==> src/rtl/healthcare_alarm_dispatcher.sv <==
// healthcare_alarm_dispatcher
// Qualifies upstream severity codes, latches an alarm, drives the buzzer and
// escalates to a nurse call when the alarm is left unacknowledged.
// Optional feature macro: ALARM_EVENT_COUNTER_EN builds the saturating
// eventCount register. Without it, eventCount is tied to 0.
module healthcare_alarm_dispatcher #(
   parameter int PERSIST_CYCLES = 4,
   parameter int ESC_CYCLES     = 16,
   parameter int HOLDOFF_CYCLES = 8,
   parameter int BUZZ_DIV       = 2
) (
   input  logic       clock,
   input  logic       resetN,
   input  logic [2:0] abnormalityWarning,
   input  logic       acknowledge,
   output logic       alarmActive,
   output logic [2:0] alarmCode,
   output logic       buzzer,
   output logic       nurseCall,
   output logic [7:0] eventCount
);

   localparam int QW = $clog2(PERSIST_CYCLES + 1);
   localparam int EW = $clog2(ESC_CYCLES + 1);
   localparam int HW = $clog2(HOLDOFF_CYCLES + 1);
   localparam int BW = $clog2(BUZZ_DIV + 1);

   localparam logic [QW-1:0] QUAL_LAST = QW'(PERSIST_CYCLES - 1);
   localparam logic [EW-1:0] ESC_LAST  = EW'(ESC_CYCLES - 1);
   localparam logic [HW-1:0] HOLD_LAST = HW'(HOLDOFF_CYCLES - 1);
   localparam logic [BW-1:0] BUZZ_LAST = BW'(BUZZ_DIV - 1);

   typedef enum logic [2:0] {
      IDLE      = 3'd0,
      QUALIFY   = 3'd1,
      ALARM     = 3'd2,
      ESCALATED = 3'd3,
      HOLDOFF   = 3'd4
   } stateT;

   stateT         state, stateNext;
   logic [2:0]    code;
   logic [2:0]    qualCode, qualCodeNext;
   logic [QW-1:0] qualCnt, qualCntNext;
   logic [EW-1:0] escTimer, escTimerNext;
   logic [HW-1:0] holdTimer, holdTimerNext;
   logic [BW-1:0] buzzCnt, buzzCntNext;
   logic [2:0]    ackedCode, ackedCodeNext;
   logic          alarmActiveNext, buzzerNext, nurseCallNext;
   logic [2:0]    alarmCodeNext;
   logic          goAlarm, goQualify;
   logic [2:0]    newAlarmCode;

   // Code 7 is an out-of-range encoding and is folded onto the top severity.
   assign code = (abnormalityWarning == 3'd7) ? 3'd6 : abnormalityWarning;

   // Next-state and next-output logic; every register defaults to holding.
   always_comb begin
      stateNext       = state;
      qualCodeNext    = qualCode;
      qualCntNext     = qualCnt;
      escTimerNext    = escTimer;
      holdTimerNext   = holdTimer;
      buzzCntNext     = buzzCnt;
      ackedCodeNext   = ackedCode;
      alarmActiveNext = alarmActive;
      alarmCodeNext   = alarmCode;
      buzzerNext      = buzzer;
      nurseCallNext   = nurseCall;
      goAlarm         = 1'b0;
      goQualify       = 1'b0;
      newAlarmCode    = 3'd0;

      case (state)
         IDLE: begin
            if (code == 3'd6) begin
               goAlarm      = 1'b1;
               newAlarmCode = 3'd6;
            end else if (code != 3'd0) begin
               goQualify = 1'b1;
            end
         end
         QUALIFY: begin
            if (code == 3'd6) begin
               goAlarm      = 1'b1;
               newAlarmCode = 3'd6;
            end else if (code == 3'd0) begin
               stateNext   = IDLE;
               qualCntNext = '0;
            end else if (code != qualCode) begin
               goQualify = 1'b1;
            end else if (qualCnt == QUAL_LAST) begin
               goAlarm      = 1'b1;
               newAlarmCode = qualCode;
            end else begin
               qualCntNext = qualCnt + QW'(1);
            end
         end
         ALARM, ESCALATED: begin
            if (acknowledge) begin
               // Acknowledge beats a same-cycle upgrade: the code being
               // acknowledged is the one currently shown.
               stateNext       = HOLDOFF;
               ackedCodeNext   = alarmCode;
               holdTimerNext   = '0;
               escTimerNext    = '0;
               buzzCntNext     = '0;
               alarmActiveNext = 1'b0;
               alarmCodeNext   = 3'd0;
               buzzerNext      = 1'b0;
               nurseCallNext   = 1'b0;
            end else begin
               if (code > alarmCode) alarmCodeNext = code;
               if (state == ALARM) begin
                  if (escTimer == ESC_LAST) begin
                     stateNext     = ESCALATED;
                     nurseCallNext = 1'b1;
                     buzzerNext    = 1'b1;
                  end else begin
                     escTimerNext = escTimer + EW'(1);
                     if (buzzCnt == BUZZ_LAST) begin
                        buzzerNext  = ~buzzer;
                        buzzCntNext = '0;
                     end else begin
                        buzzCntNext = buzzCnt + BW'(1);
                     end
                  end
               end
            end
         end
         HOLDOFF: begin
            // Only a strictly higher code breaks the holdoff; re-raising the
            // acknowledged code (even 6) stays suppressed.
            if (code > ackedCode) begin
               if (code == 3'd6) begin
                  goAlarm      = 1'b1;
                  newAlarmCode = 3'd6;
               end else begin
                  goQualify = 1'b1;
               end
            end else if (holdTimer == HOLD_LAST) begin
               stateNext = IDLE;
            end else begin
               holdTimerNext = holdTimer + HW'(1);
            end
         end
         default: stateNext = IDLE;
      endcase

      if (goQualify) begin
         stateNext    = QUALIFY;
         qualCodeNext = code;
         qualCntNext  = QW'(1);
      end

      if (goAlarm) begin
         stateNext       = ALARM;
         alarmActiveNext = 1'b1;
         alarmCodeNext   = newAlarmCode;
         buzzerNext      = 1'b1;
         buzzCntNext     = '0;
         escTimerNext    = '0;
         qualCntNext     = '0;
      end
   end

   // State, counters and registered outputs.
   always_ff @(posedge clock or negedge resetN) begin
      if (!resetN) begin
         state       <= IDLE;
         qualCode    <= 3'd0;
         qualCnt     <= '0;
         escTimer    <= '0;
         holdTimer   <= '0;
         buzzCnt     <= '0;
         ackedCode   <= 3'd0;
         alarmActive <= 1'b0;
         alarmCode   <= 3'd0;
         buzzer      <= 1'b0;
         nurseCall   <= 1'b0;
      end else begin
         state       <= stateNext;
         qualCode    <= qualCodeNext;
         qualCnt     <= qualCntNext;
         escTimer    <= escTimerNext;
         holdTimer   <= holdTimerNext;
         buzzCnt     <= buzzCntNext;
         ackedCode   <= ackedCodeNext;
         alarmActive <= alarmActiveNext;
         alarmCode   <= alarmCodeNext;
         buzzer      <= buzzerNext;
         nurseCall   <= nurseCallNext;
      end
   end

`ifdef ALARM_EVENT_COUNTER_EN
   logic       countEvent;
   logic [7:0] eventCnt;

   // An event is a fresh latch from a non-alarm state or an upgrade that
   // is not overridden by acknowledge.
   assign countEvent =
      (((state == IDLE) || (state == QUALIFY) || (state == HOLDOFF)) && goAlarm) ||
      (((state == ALARM) || (state == ESCALATED)) && !acknowledge && (code > alarmCode));

   // Saturating event counter.
   always_ff @(posedge clock or negedge resetN) begin
      if (!resetN)                              eventCnt <= 8'd0;
      else if (countEvent && eventCnt != 8'hFF) eventCnt <= eventCnt + 8'd1;
   end

   assign eventCount = eventCnt;
`else
   assign eventCount = 8'd0;
`endif

endmodule

==> config.mk <==
export PLATFORM = sky130hd
export DESIGN_NAME = healthcare_alarm_dispatcher
export DESIGN_NICKNAME = d
export VERILOG_FILES = /design/src/rtl/healthcare_alarm_dispatcher.sv
export SDC_FILE = /design/constraint.sdc
export NUM_CORES = 1
export LEC_CHECK = 0
export ABC_CLOCK_PERIOD_IN_PS = 3800
export CAP_MARGIN = 10
export CORE_UTILIZATION = 50
export CTS_CLUSTER_SIZE = 28
export DETAILED_ROUTE_END_ITERATION = 8
export GPL_TIMING_DRIVEN = 0
export PLACE_DENSITY = 0.72
export SYNTH_ARGS = -nofsm -noshare
export SYNTH_HDL_FRONTEND = slang
export SYNTH_SLANG_ARGS = --single-unit
export TNS_END_PERCENT = 50
==> constraint.sdc <==
create_clock -name clock -period 3.8 [get_ports clock]
set_clock_uncertainty 0.1 [all_clocks]
set_input_delay 0.95 -clock clock [delete_from_list [all_inputs] [get_ports clock]]
set_output_delay 0.95 -clock clock [all_outputs]
set_load 0.02 [all_outputs]
==> summary.txt <==
Run status
  • Status: finished clean

Timing
  • Final Hold Vio Count: 0
  • Setup TNS Final: 0 ns
  • WHS: 0.4137 ns
  • Slew Limit Fails: 0
  • Headroom to the max-slew limit: 58.46%
  • Minimum clock period: 3.384 ns
  • # setup viols final: 0
  • Period utilization: 89.06%
  • Max Fclk: 295.5 MHz
  • Worst-Margin Slew: 0.6166 ns
  • RSZ-0062 raised after global routing: no
  • Final worst slack: 0.4159 ns

Placed design
  • Gpl congestion: 0.8179
  • Hpwl dp: 2.877 mm
  • IO Port Bufs: 11
  • Area after DPL: 2151 µm²
  • Pre-CTS setup slack: 0.1230 ns

Global routing
  • Vias in the first global route: 1395
  • Grt total ovfl: 0
  • GRT Util Overall: 21.23%
  • First-pass GRT wire length: 6.534 mm
  • Largest net degree at the start of global routing: 21
  • Initial antenna violation count: 0

Logic synthesis
  • Mapped Cells: 201
  • Mapped Area: 1927 µm²
  • Synth Area in Adders: 7.143%
  • Synthesized area per cell: 9.586 µm²
  • Main synth FF type: dfrtp_1
  • Number of enable flip-flop cells after synthesis: 0
  • Sequential share of the synthesized area: 37.66%
  • Area share of xor/xnor cells in the synthesized design: 2.273%
  • Largest family of logic cells by synthesized area: compound AO/OA/AOI/OAI gates
  • Proportion of synthesized area in mux cells: 3.506%
  • Synth async-reset ratio: 100.0%
  • Post-synthesis register bit count: 29
  • Simple-Gate Fraction of Synth Area: 19.87%
  • Synth unique cells: 53
  • Synth warn: 0
  • Compound-Gate Fraction of Synth Area: 19.94%

Routing
  • DR DRC count: 0
  • Vias per cell: 5.440
  • Drt pass-1 iters: 4
  • Final wirelength: 3.775 mm
  • Via count: 1496
  • Antenna Nets Post-Route: 0
  • Initial drt markers: 38
  • WL per Instance: 13.73 µm

Floorplan
  • Ports: 20
  • Starting Density: 52.24%
  • Die X: 64.08 µm
  • DIE AREA: 4106 µm²
  • Chip height: 64.08 µm
  • Cell Rows: 22
  • Core area: 3689 µm²

Clock network
  • TritonCTS Buffers: 5
  • CTS HTree Levels: 2
  • Worst skew pair latency: 0.28 ns
  • Maximum buffer depth of the clock tree: 2
  • Clock transition at path regs: 0.06 ns
  • Sink Count: 29
  • Post-cts resize count: 0
  • CTS root buf: clkbuf_8
  • # hold bufs at CTS: 0
  • Post-CTS Setup Repair Bufs: 0
  • CTS tree: yes

Setup path
  • Critical path peak fanout: 10
  • Critical Path AT: 3.45 ns
  • Crit path capture type: flip-flop
  • Worst setup SP type: input pin
  • CP Class: in -> reg
  • Critical path required time: 3.86 ns

Min path
  • Worst Hold Class: reg -> reg

Cells and area
  • Ant. Diodes: 0
  • Storage cell area: 725.7 µm²
  • Layout cells sized above 1: 16.30%
  • Nets: 244
  • Fillcell total: 335
  • Final Core Density: 60.65%
  • P&R area growth vs syn: 16.10%
  • Multi-input gate area: 1046 µm²
  • Final Cell Area: 2237 µm²

Power and ir drop
  • PwrDens: 595.7 nW/µm²
  • Worst vdd ir: 0.3631 mV
  • Leak pwr: 0.9677 nW

Run
  • Max-Cap Viols: 0
[report_power, final]
part / switching, W / internal (W)
Clock: 0.000114 / 0.000143
Combinational: 0.000330 / 0.000265
Sequential: 0.0000802 / 0.000401
Total: 0.000524 / 0.000809
[area by class of cell]
class                      count  area share (%)
sequential                    29           32.44
inverter                      16           2.685
clock buffer                   7           3.859
timing repair buffer          12           6.152
buffer                        16           5.425
multi-input combinational    147           46.76
tap                           48           2.685
[cells in the final DEF (no fill, tap or decap), types with 2 or more instances in the layout]
master | netlist | routed
nand3_1 | 5 | 5
inv_1 | 15 | 15
conb_1 | 1 | 8
a21oi_1 | 10 | 10
nand3b_1 | 3 | 3
clkbuf_1 | 3 | 4
nor3_1 | 9 | 9
o32ai_1 | 2 | 2
dfrtp_1 | 29 | 29
a32oi_1 | 2 | 2
xor2_1 | 3 | 3
buf_4 | 8 | 8
ha_1 | 11 | 11
buf_6 | 4 | 4
clkbuf_8 | 0 | 6
and2_1 | 2 | 2
o21ai_0 | 13 | 13
nor2b_1 | 2 | 2
xnor2_1 | 2 | 2
or3_1 | 3 | 3
a21boi_1 | 2 | 2
clkdlybuf4s50_1 | 0 | 11
o21a_1 | 3 | 3
or4_1 | 2 | 2
o211ai_1 | 2 | 2
nand2_1 | 11 | 11
nand4_1 | 3 | 3
and3_2 | 2 | 2
nand2b_1 | 3 | 3
nor3b_1 | 2 | 2
o31ai_1 | 7 | 7
nor2_1 | 9 | 9
mux2_2 | 6 | 6
[sequential cells by signal, indices dropped and copies added (netlist names)]
register / cells
escTimer: 5
buzzCnt: 2
state: 3
ackedCode: 3
alarmActive: 1
nurseCall: 1
holdTimer: 4
qualCnt: 3
qualCode: 3
alarmCode: 3
buzzer: 1
[final timing paths]
path / endpoint / from / depth (start not counted) / slack, ns
worst max-delay path: qualCode[2]$_DFFE_PN0P_ / abnormalityWarning[2] / 10 / 0.42
worst min-delay path: ackedCode[1]$_DFFE_PN0P_ / alarmCode[1]$_DFFE_PN0P_ / 2 / 0.41
worst max register to register: alarmCode[0]$_DFFE_PN0P_ / alarmCode[1]$_DFFE_PN0P_ / 7 / 1.55
worst min register to register: ackedCode[1]$_DFFE_PN0P_ / alarmCode[1]$_DFFE_PN0P_ / 2 / 0.41
max in group asynchronous: qualCode[2]$_DFFE_PN0P_ / resetN / 2 / 2.19
min in group asynchronous: holdTimer[2]$_DFFE_PN0P_ / resetN / 1 / 0.92
[stage by stage]
| stage | total power, W | std cells |
|---|---|---|
| 6_report | 0.001333 | 275 |
| 3_3_place_gp | 0.001070 | 267 |
| 3_5_place_dp | 0.001083 | 268 |
| 2_1_floorplan | 0.0009176 | 208 |
| 4_1_cts | 0.001347 | 275 |
| 5_1_grt | 0.001436 | 275 |
[layer usage]
| metal | up-vias | part of all wire [%] | track usage, % |
|---|---|---|---|
| met3 | 7 | 4.3 | 5.357 |
| met4 | 0 | 1.6 | 8.523 |
| met5 | - | 0 | 0 |
| li1 | 764 | - | - |
| met1 | 696 | 48 | 28.98 |
| met2 | 29 | 46 | 32.05 |
[synth_stat cells, types with 2 or more instances]
| cell type | count | area share (%) |
|---|---|---|
| dfrtp_1 | 29 | 38 |
| inv_1 | 15 | 2.9 |
| o21ai_0 | 13 | 3.4 |
| ha_1 | 11 | 7.1 |
| nand2_1 | 11 | 2.1 |
| a21oi_1 | 10 | 2.6 |
| nor2_1 | 9 | 1.8 |
| nor3_1 | 9 | 2.3 |
| buf_4 | 8 | 3.1 |
| o31ai_1 | 7 | 2.7 |
| mux2_2 | 6 | 3.5 |
| nand3_1 | 5 | 1.3 |
| buf_6 | 4 | 2.3 |
| clkbuf_1 | 3 | 0.58 |
| nand2b_1 | 3 | 0.97 |
| nand3b_1 | 3 | 1.2 |
| nand4_1 | 3 | 0.97 |
| o21a_1 | 3 | 1.2 |
| or3_1 | 3 | 0.97 |
| xor2_1 | 3 | 1.4 |
| a21boi_1 | 2 | 0.78 |
| a32oi_1 | 2 | 0.91 |
| and2_1 | 2 | 0.65 |
| and3_2 | 2 | 0.78 |
| nor2b_1 | 2 | 0.65 |
| nor3b_1 | 2 | 0.78 |
| o211ai_1 | 2 | 0.78 |
| o32ai_1 | 2 | 0.91 |
| or4_1 | 2 | 0.78 |
| xnor2_1 | 2 | 0.91 |
[cell families after synthesis]
kind of cell,Yosys count
XOR/XNOR,5
adder cells (fa/ha/maj),11
AND/OR/NAND/NOR,65
multiplexers,6
buffers and inverters,32
flip-flops,29
other,1
AO/OA/AOI/OAI,52
[worst max-delay path, cell delays in order]
cell	delay, ns
clkdlybuf4s50_1	0.50
buf_6	0.19
nand2_1	0.15
nand2_1	0.11
ha_1	0.30
nand3_1	0.07
o21ai_0	0.21
nor3_4	0.42
o221ai_4	0.22
mux2_2	0.31
Power figures use the tool's default switching activity.
